[src/rtl/uart_tx_fifo.sv]
// Transmit FIFO between the register block and uart_tx: queues CPU bytes and hands
// them out one at a time as a held 32-bit word plus a one-cycle start pulse.
module uart_tx_fifo #(
  parameter int DEPTH  = 16,
  parameter int DATA_W = 8,
  parameter int LVL_W  = $clog2(DEPTH) + 1
) (
  input  logic              clk,
  input  logic              rst,
  input  logic              wr_en_i,
  input  logic [DATA_W-1:0] wr_data_i,
  input  logic              flush_i,
  input  logic              clr_overflow_i,
  output logic              full_o,
  output logic              empty_o,
  output logic [LVL_W-1:0]  level_o,
  output logic              overflow_o,
  output logic              tx_busy_o,
  output logic [31:0]       tx_data_o,
  output logic              start_tx_o,
  input  logic              tx_done_i
);
  localparam int PTR_W = $clog2(DEPTH);

  typedef enum logic [1:0] {
    D_IDLE = 2'b00,
    D_ACK  = 2'b01,
    D_BUSY = 2'b10
  } state_t;

  logic [DATA_W-1:0] mem_q [DEPTH];
  logic [PTR_W-1:0]  wr_ptr_q, wr_ptr_d;
  logic [PTR_W-1:0]  rd_ptr_q, rd_ptr_d;
  logic [LVL_W-1:0]  level_q, level_d;
  logic              full_q, full_d;
  logic              empty_q, empty_d;
  logic              overflow_q, overflow_d;
  logic [31:0]       tx_data_q, tx_data_d;
  logic              start_q, start_d;
  state_t            state_q, state_d;

  logic push, pop, drop;

  // A pop is only ever issued by the drain FSM leaving D_IDLE; a pop frees a slot
  // for a same-cycle push even when full.
  always_comb begin
    pop  = (state_q == D_IDLE) && !empty_q && tx_done_i && !flush_i;
    push = wr_en_i && (!full_q || pop) && !flush_i;
    drop = wr_en_i && full_q && !pop && !flush_i;
  end

  always_comb begin
    wr_ptr_d   = wr_ptr_q;
    rd_ptr_d   = rd_ptr_q;
    level_d    = level_q;
    overflow_d = overflow_q;
    if (flush_i) begin
      wr_ptr_d = '0;
      rd_ptr_d = '0;
      level_d  = '0;
    end else begin
      if (push) wr_ptr_d = wr_ptr_q + PTR_W'(1);
      if (pop)  rd_ptr_d = rd_ptr_q + PTR_W'(1);
      level_d = level_q + LVL_W'(push) - LVL_W'(pop);
    end
    full_d  = (level_d == LVL_W'(DEPTH));
    empty_d = (level_d == '0);
    if (drop)                overflow_d = 1'b1;
    else if (clr_overflow_i) overflow_d = 1'b0;
  end

  always_comb begin
    state_d   = state_q;
    tx_data_d = tx_data_q;
    start_d   = 1'b0;
    case (state_q)
      D_IDLE: begin
        if (pop) begin
          tx_data_d = 32'(mem_q[rd_ptr_q]);
          start_d   = 1'b1;
          state_d   = D_ACK;
        end
      end
      D_ACK:   if (!tx_done_i) state_d = D_BUSY;
      D_BUSY:  if (tx_done_i)  state_d = D_IDLE;
      default: state_d = D_IDLE;
    endcase
  end

  always_ff @(posedge clk) begin
    if (rst) begin
      wr_ptr_q   <= '0;
      rd_ptr_q   <= '0;
      level_q    <= '0;
      full_q     <= 1'b0;
      empty_q    <= 1'b1;
      overflow_q <= 1'b0;
      tx_data_q  <= '0;
      start_q    <= 1'b0;
      state_q    <= D_IDLE;
    end else begin
      wr_ptr_q   <= wr_ptr_d;
      rd_ptr_q   <= rd_ptr_d;
      level_q    <= level_d;
      full_q     <= full_d;
      empty_q    <= empty_d;
      overflow_q <= overflow_d;
      tx_data_q  <= tx_data_d;
      start_q    <= start_d;
      state_q    <= state_d;
    end
  end

  // Storage needs no reset: a slot is only read after a push has filled it.
  always_ff @(posedge clk) begin
    if (!rst && push) mem_q[wr_ptr_q] <= wr_data_i;
  end

  assign full_o     = full_q;
  assign empty_o    = empty_q;
  assign level_o    = level_q;
  assign overflow_o = overflow_q;
  assign tx_data_o  = tx_data_q;
  assign start_tx_o = start_q;
  assign tx_busy_o  = (state_q != D_IDLE);

endmodule

[config.mk]
export PLATFORM = sky130hd
export DESIGN_NAME = uart_tx_fifo
export DESIGN_NICKNAME = d
export VERILOG_FILES = /design/src/rtl/uart_tx_fifo.sv
export SDC_FILE = /design/constraint.sdc
export NUM_CORES = 1
export LEC_CHECK = 0
export BUFFER_PORTS_ARGS = -buffer_cell sky130_fd_sc_hd__buf_2
export CELL_PAD_IN_SITES_DETAIL_PLACEMENT = 0
export CELL_PAD_IN_SITES_GLOBAL_PLACEMENT = 1
export CORE_ASPECT_RATIO = 1.2
export CORE_MARGIN = 10
export CORE_UTILIZATION = 45
export DETAILED_ROUTE_END_ITERATION = 7
export PLACE_DENSITY = 0.87
export SLEW_MARGIN = 10
export SYNTH_ARGS = -nofsm -noshare
export SYNTH_HDL_FRONTEND = slang
export SYNTH_SLANG_ARGS = --single-unit
[constraint.sdc]
create_clock -name clk -period 3.1 [get_ports clk]
set_input_delay 0.31 -clock clk [delete_from_list [all_inputs] [get_ports clk]]
set_output_delay 0.31 -clock clk [all_outputs]
set_load 0.05 [all_outputs]
==> results of run 1 <==
## synthesized netlist by cell type (all sizes together), types with 2 or more instances
cell | instances | area, µm²
edfxtp | 128 | 3840
dfxtp | 27 | 541
nand3 | 2 | 10.0
buf | 33 | 229
a21o | 2 | 15.0
nor3 | 8 | 45.0
nor2 | 23 | 88.8
and2 | 3 | 18.8
xnor2 | 6 | 52.6
o2111ai | 8 | 70.1
xor2 | 2 | 17.5
nand2 | 9 | 33.8
or2 | 2 | 12.5
ha | 10 | 125
mux2i | 50 | 500
a21oi | 7 | 35.0
nor2b | 3 | 18.8
o21ai | 9 | 45.0
a32oi | 8 | 70.1
a22oi | 24 | 180
inv | 14 | 52.6
nand2b | 3 | 18.8
nor3b | 2 | 15.0
a2111oi | 2 | 36.3
clkbuf | 12 | 45.0
and3 | 2 | 12.5
mux4 | 8 | 180
## area by class of cell
cell class	count	share of cell area, %
clock buffer	20	5.96
sequential	155	58.6
clock inverter	12	2.30
multi-input combinational	227	24.6
timing repair buffer	60	4.97
inverter	14	0.701
tap	171	2.85
## state kept, by name (all words and copies together) (netlist names)
| name | flops |
|---|---|
| empty_o | 1 |
| full_o | 1 |
| level_o | 5 |
| mem_q | 128 |
| overflow_o | 1 |
| rd_ptr_q | 4 |
| start_tx_o | 1 |
| state_q | 2 |
| tx_data_o | 8 |
| wr_ptr_q | 4 |
## metrics by stage
step	power (W)	utilization (%)	area, µm²	worst slack, ns
floorplan	0.00253	-	6520	-0.125
global placement	0.00257	49.2	6820	-0.0337
detailed placement	0.00258	49.2	6820	-0.212
CTS	0.00470	53.8	7460	-0.0650
global route	0.00483	54.0	7490	-0.181
finish	0.00469	54.0	7490	-0.0702
## how the worst max path moves through the flow
stage | start | cells after the start | endpoint
6_report | empty_o$_SDFF_PP1_ | 12 | full_o$_SDFF_PP0_
5_1_grt | empty_o$_SDFF_PP1_ | 12 | full_o$_SDFF_PP0_
4_1_cts | state_q[1]$_SDFFE_PP0P_ | 12 | full_o$_SDFF_PP0_
3_5_place_dp | tx_done_i | 12 | full_o$_SDFF_PP0_
3_3_place_gp | tx_done_i | 13 | full_o$_SDFF_PP0_
2_1_floorplan | empty_o$_SDFF_PP1_ | 12 | full_o$_SDFF_PP0_
## critical path, stage by stage, from the launching register on
cell	delay (ns)
dfxtp_4	0.34
or4b_4	0.58
a211oi_4	0.29
inv_2	0.07
ha_4	0.21
inv_2	0.06
ha_4	0.13
inv_2	0.04
fa_2	0.39
xnor2_2	0.17
nor4b_2	0.25
mux2i_1	0.15
a2111oi_1	0.38
## where the power goes
| group | internal [W] | total (W) | switching, W |
|---|---|---|---|
| combinational | 0.0000724 | 0.000272 | 0.000200 |
| clock | 0.00136 | 0.00214 | 0.000779 |
| sequential | 0.00227 | 0.00228 | 0.0000147 |
## repair_timing
item,CTS,global route
setup endpoints to repair,2,2
setup buffers,0,1
pin swaps,0,7
gates resized for setup,3,7
cloned,0,0
## layer usage
metal / vias to the layer above / global-route usage, % / routed length [µm]
met5: - / 0 / 0
met4: 0 / 8.03 / 388
met3: 28 / 4.09 / 995
met2: 140 / 23.1 / 6610
met1: 1812 / 16.3 / 5250
li1: 1673 / - / -
## cell families (layout without fill, tap and decap cells)
group	Yosys count	in the layout	synth area share, %
compound gates	64	64	7.71
xor+xnor	8	8	1.09
fa+ha+maj	11	11	2.26
buf+inv	59	106	5.08
flops	155	155	68.3
mux	58	58	10.6
other cells	1	24	0.0584
simple gates	62	62	4.93
==> impl_metrics.toml, run 1 <==
[run_status]
status = "complete, but fails checks"
violations = "setup timing"

[cts]
htreeDepth = 4
cts-root-buf = "clkbuf_16"
clockBufferDepth = 2
path_clk_slew_ns = 0.06
numCtsBuffers = 17
cts_sinks = 155
hold_buffers = 0
cts_tree = "built"
clk-insertion-delay-late_ns = 0.42

[cells_and_area]
layout-drive-gt1-share_pct = 23.4
instances_no_fill = 659
finalNetCount = 500
final_cell_mix = "edfxtp_1, mux2i_1, buf_2, buf_4, dfxtp_1"
diodes = 0
fill_cells = 1117
seqCellArea_um2 = 4390
areaGrowthSynthToFinish_pct = 16.7
layout_commonest_cell = "edfxtp_1"
multi_input_area_um2 = 1840

[global_route]
grt_pass1_wl_um = 20400
grt_max_degree = 36
track_usage_pct = 14.1
overflow = 0
grt_pass1_vias = 3767
antenna_found_initial = 0

[logic_synthesis]
yosysSeqAreaShare_pct = 68.3
ys_ff_latch = 155
yosysWarnings = 0
synth_cell_types = 46
syn_area_um2 = 6420
yosys_most_used_dff = "edfxtp_1"
async_flop_share_pct = 0
syn_inst = 418
syn_area_per_cell_um2 = 15.4
synth_edf_count = 128

[timing]
fmax_mhz = 315
setup_violations = 1
fin_skew_ns = 0.0101
rsz0062_at_grt = "true"
finalHoldViolCount = 0
slew_violations = 0
period_needed_ns = 3.17
finalSetupTns_ns = -0.0702
worstMarginPinSlew_ns = 0.642
max_slew_margin_pct = 57.0
setup_ws_ns = -0.0702
whs_ns = 0.153
fin_crit_sh_pct = 102

[worst_setup_path]
worstPathArrival_ns = 3.48
r2r_end = "full_o$_SDFF_PP0_"
required_ns = 3.41
worstSetupStartpointType = "flop"
r2r_start = "empty_o$_SDFF_PP1_"
crit_fanout = 4
r2r_slack_ns = -0.07
critical_path_class = "reg2reg"
worstSetupEndpointType = "flop"
rr_worst_depth = 12

[placed_design]
io_buffer_count = 31
dp_hpwl_um = 8760
placed_cells = 626
place_congestion = 0.811

[floorplan]
rows = 47
die_x_um = 129
io_pins = 56
core_um2 = 13900
die_h_um = 151
die_area_um2 = 19500
start_util_pct = 46.3

[pwr]
power_density_nw_per_um2 = 626
ir_worst_vdd_mv = 0.332
p_leak_nw = 2.49

[detailed_routing]
drt_first_pass_iters = 7
drc = 0
antenna_left = 0
routed-via-count = 3653
via_per_inst = 5.54
first_iter_violations = 336
routedWlPerCell_um = 20.1
routed_wl_um = 13200

[run]
drv_cap = 0

[min_path]
worstHoldStart = "clr_overflow_i"
min_path_cells = 3
hold_end = "overflow_o$_SDFFE_PP0P_"
hp-class = "in2reg"
Note: power is estimated with default switching activity, not from simulation.
==> run 2, diff against run 1 <==
- SETUP_SLACK_MARGIN: default -> 0.3
- SLEW_MARGIN: 10 -> default
- clock period: 3.1 -> 2.7 ns (I/O delays scaled with it)
==> run 2 against run 1 <==
- the flow still finishes with violations (setup timing)
- die area is the same
- non-clock buffer count is 7 higher
- sequential share of layout area is 1.4 points lower
==> impl_metrics.toml, run 2 (synthesis results as in run 1) <==
[run_status]
status = "complete, but fails checks"
violations = "setup timing"

[timing]
setup_violations = 3
rsz0062_at_grt = "true"
finalHoldViolCount = 0
fin_skew_ns = 0.0118
fmax_mhz = 324
max_slew_margin_pct = 19.6
worstMarginPinSlew_ns = 1.20
fin_crit_sh_pct = 114
slew_violations = 0
setup_ws_ns = -0.388
period_needed_ns = 3.09

[global_route]
overflow = 0
track_usage_pct = 14.5
antenna_found_initial = 0
grt_max_degree = 29
grt_pass1_wl_um = 21100
grt_pass1_vias = 3814

[worst_setup_path]
r2r_start = "state_q[1]$_SDFFE_PP0P_"
cp_slowest_stage_delay_ns = 0.56
required_ns = 3.00
critical_path_class = "reg2reg"
worstSetupEndpointType = "flop"
crit_fanout = 3
r2r_end = "full_o$_SDFF_PP0_"
rr_worst_depth = 12
worstSetupStartpointType = "flop"
crit_slowest_cell = "or4b_4"
worstPathArrival_ns = 3.38
r2r_slack_ns = -0.39
crit_chain = "or4b_4, a211oi_4, inv_2, ha_4, inv_4, ha_4, inv_2, fa_2, xnor2_4, nor4bb_1, mux2i_1, a2111oi_1"

[floorplan]
start_util_pct = 46.3
die_x_um = 129
rows = 47
die_h_um = 151
core_um2 = 13900
io_pins = 56
die_area_um2 = 19500

[cells_and_area]
areaGrowthSynthToFinish_pct = 19.6
final_area_um2 = 7680
finalNetCount = 507
layout-drive-gt1-share_pct = 28.1
diodes = 0
largest_reg_flops = 128
layout_commonest_cell = "edfxtp_1"
largest-register = "mem_q"
final_cell_mix = "edfxtp_1, mux2i_1, buf_2, buf_4"

[pwr]
clkPwrFrac_pct = 43.9
swShare_pct = 21.7
ir_worst_vdd_mv = 0.316
power_frac_seq_pct = 49.5
power_density_nw_per_um2 = 689
switchingPower_w = 0.00115
p_leak_nw = 2.59
p_int_w = 0.00414
combPwrFrac_pct = 6.7
design_power_total_w = 0.00529

[detailed_routing]
via_per_inst = 5.52
drc = 0
antenna_left = 0
drt_first_pass_iters = 5
first_iter_violations = 280
routed_wl_um = 13900
routedWlPerCell_um = 20.9
routed-via-count = 3677

[placed_design]
dpl_cell_area_um2 = 6900
dp_hpwl_um = 9110
place_congestion = 0.763
io_buffer_count = 31

[cts]
numCtsBuffers = 17
path_clk_slew_ns = 0.06
cts_sinks = 155
cts-root-buf = "clkbuf_16"
clk-insertion-delay-late_ns = 0.41
htreeDepth = 4
cts_tree = "built"
hold_buffers = 0
clockBufferDepth = 2

[min_path]
worstHoldStart = "tx_done_i"
hold_end = "state_q[1]$_SDFFE_PP0P_"
min_path_cells = 3
hp-class = "in2reg"

[run]
drv_cap = 0
-- run 2: changes by cell type in the layout (fill, tap and decap cells not counted), sizes merged --
cell	previous run	this run
clkinv	4	9
inv	14	15
clkinvlp	4	1
buf	60	67
bufinv	4	3
clkbuf	20	18
-- run 2: metrics by stage --
| step | hold WS, ns | instances | utilization, % | setup slack (ns) | TNS, ns |
|---|---|---|---|---|---|
| after floorplan | 0.347 | 441 | - | -0.457 | -0.825 |
| after global placement | 0.457 | 628 | 49.7 | -0.345 | -0.660 |
| after detailed placement | 0.488 | 628 | 49.7 | -0.441 | -0.892 |
| after CTS | 0.106 | 664 | 54.4 | -0.378 | -0.734 |
| after global routing | 0.119 | 666 | 55.4 | -0.471 | -0.997 |
| final | 0.123 | 666 | 55.4 | -0.388 | -0.749 |
-- run 2: power by group through the flow --
stage,clock network [W],logic [W],registers [W]
5_1_grt,0.00245,0.000375,0.00262
6_report,0.00232,0.000353,0.00262
3_3_place_gp,0,0.000305,0.00267
4_1_cts,0.00236,0.000331,0.00262
3_5_place_dp,0,0.000314,0.00267
2_1_floorplan,0,0.000209,0.00270
-- run 2: final cells by class --
type / instances / area (µm²)
Tap cell: 171 / 214
Timing Repair Buffer: 67 / 467
Fill cell: 1074 / 6190
Inverter: 14 / 55.1
Multi-Input combinational cell: 227 / 1970
Sequential cell: 155 / 4390
Clock buffer: 18 / 429
Clock inverter: 14 / 153
-- run 2: critical path, delay by kind of cell (launching register included) --
family,cells,cell delay (ns)
buffers and inverters,3,0.16
AND/OR/NAND/NOR,2,0.85
adder cells (fa/ha/maj),3,0.75
flip-flops,1,0.32
XOR/XNOR,1,0.16
AO/OA/AOI/OAI,2,0.58
multiplexers,1,0.15
-- run 2: repair_timing --
action | in CTS | in global routing
buffers inserted | 4 | 2
gates resized for setup | 10 | 28
setup endpoints to repair | 134 | 92
pin swaps | 5 | 8
hold endpoints to repair | 0 | 0
-- run 2: worst max path at each step --
stage                        end  cells after the start                     from  slack, ns
3_5_place_dp   full_o$_SDFF_PP0_                     11  state_q[1]$_SDFFE_PP0P_      -0.44
2_1_floorplan  full_o$_SDFF_PP0_                     12       empty_o$_SDFF_PP1_      -0.46
5_1_grt        full_o$_SDFF_PP0_                     12  state_q[1]$_SDFFE_PP0P_      -0.47
3_3_place_gp   full_o$_SDFF_PP0_                     11  state_q[1]$_SDFFE_PP0P_      -0.34
4_1_cts        full_o$_SDFF_PP0_                     12  state_q[1]$_SDFFE_PP0P_      -0.38
6_report       full_o$_SDFF_PP0_                     12  state_q[1]$_SDFFE_PP0P_      -0.39
-- run 2: routing by layer --
layer	wire length, µm	GRT usage, %
met2	7370	25.1
met3	874	3.88
met1	5460	16.6
met5	0	0
met4	199	6.15
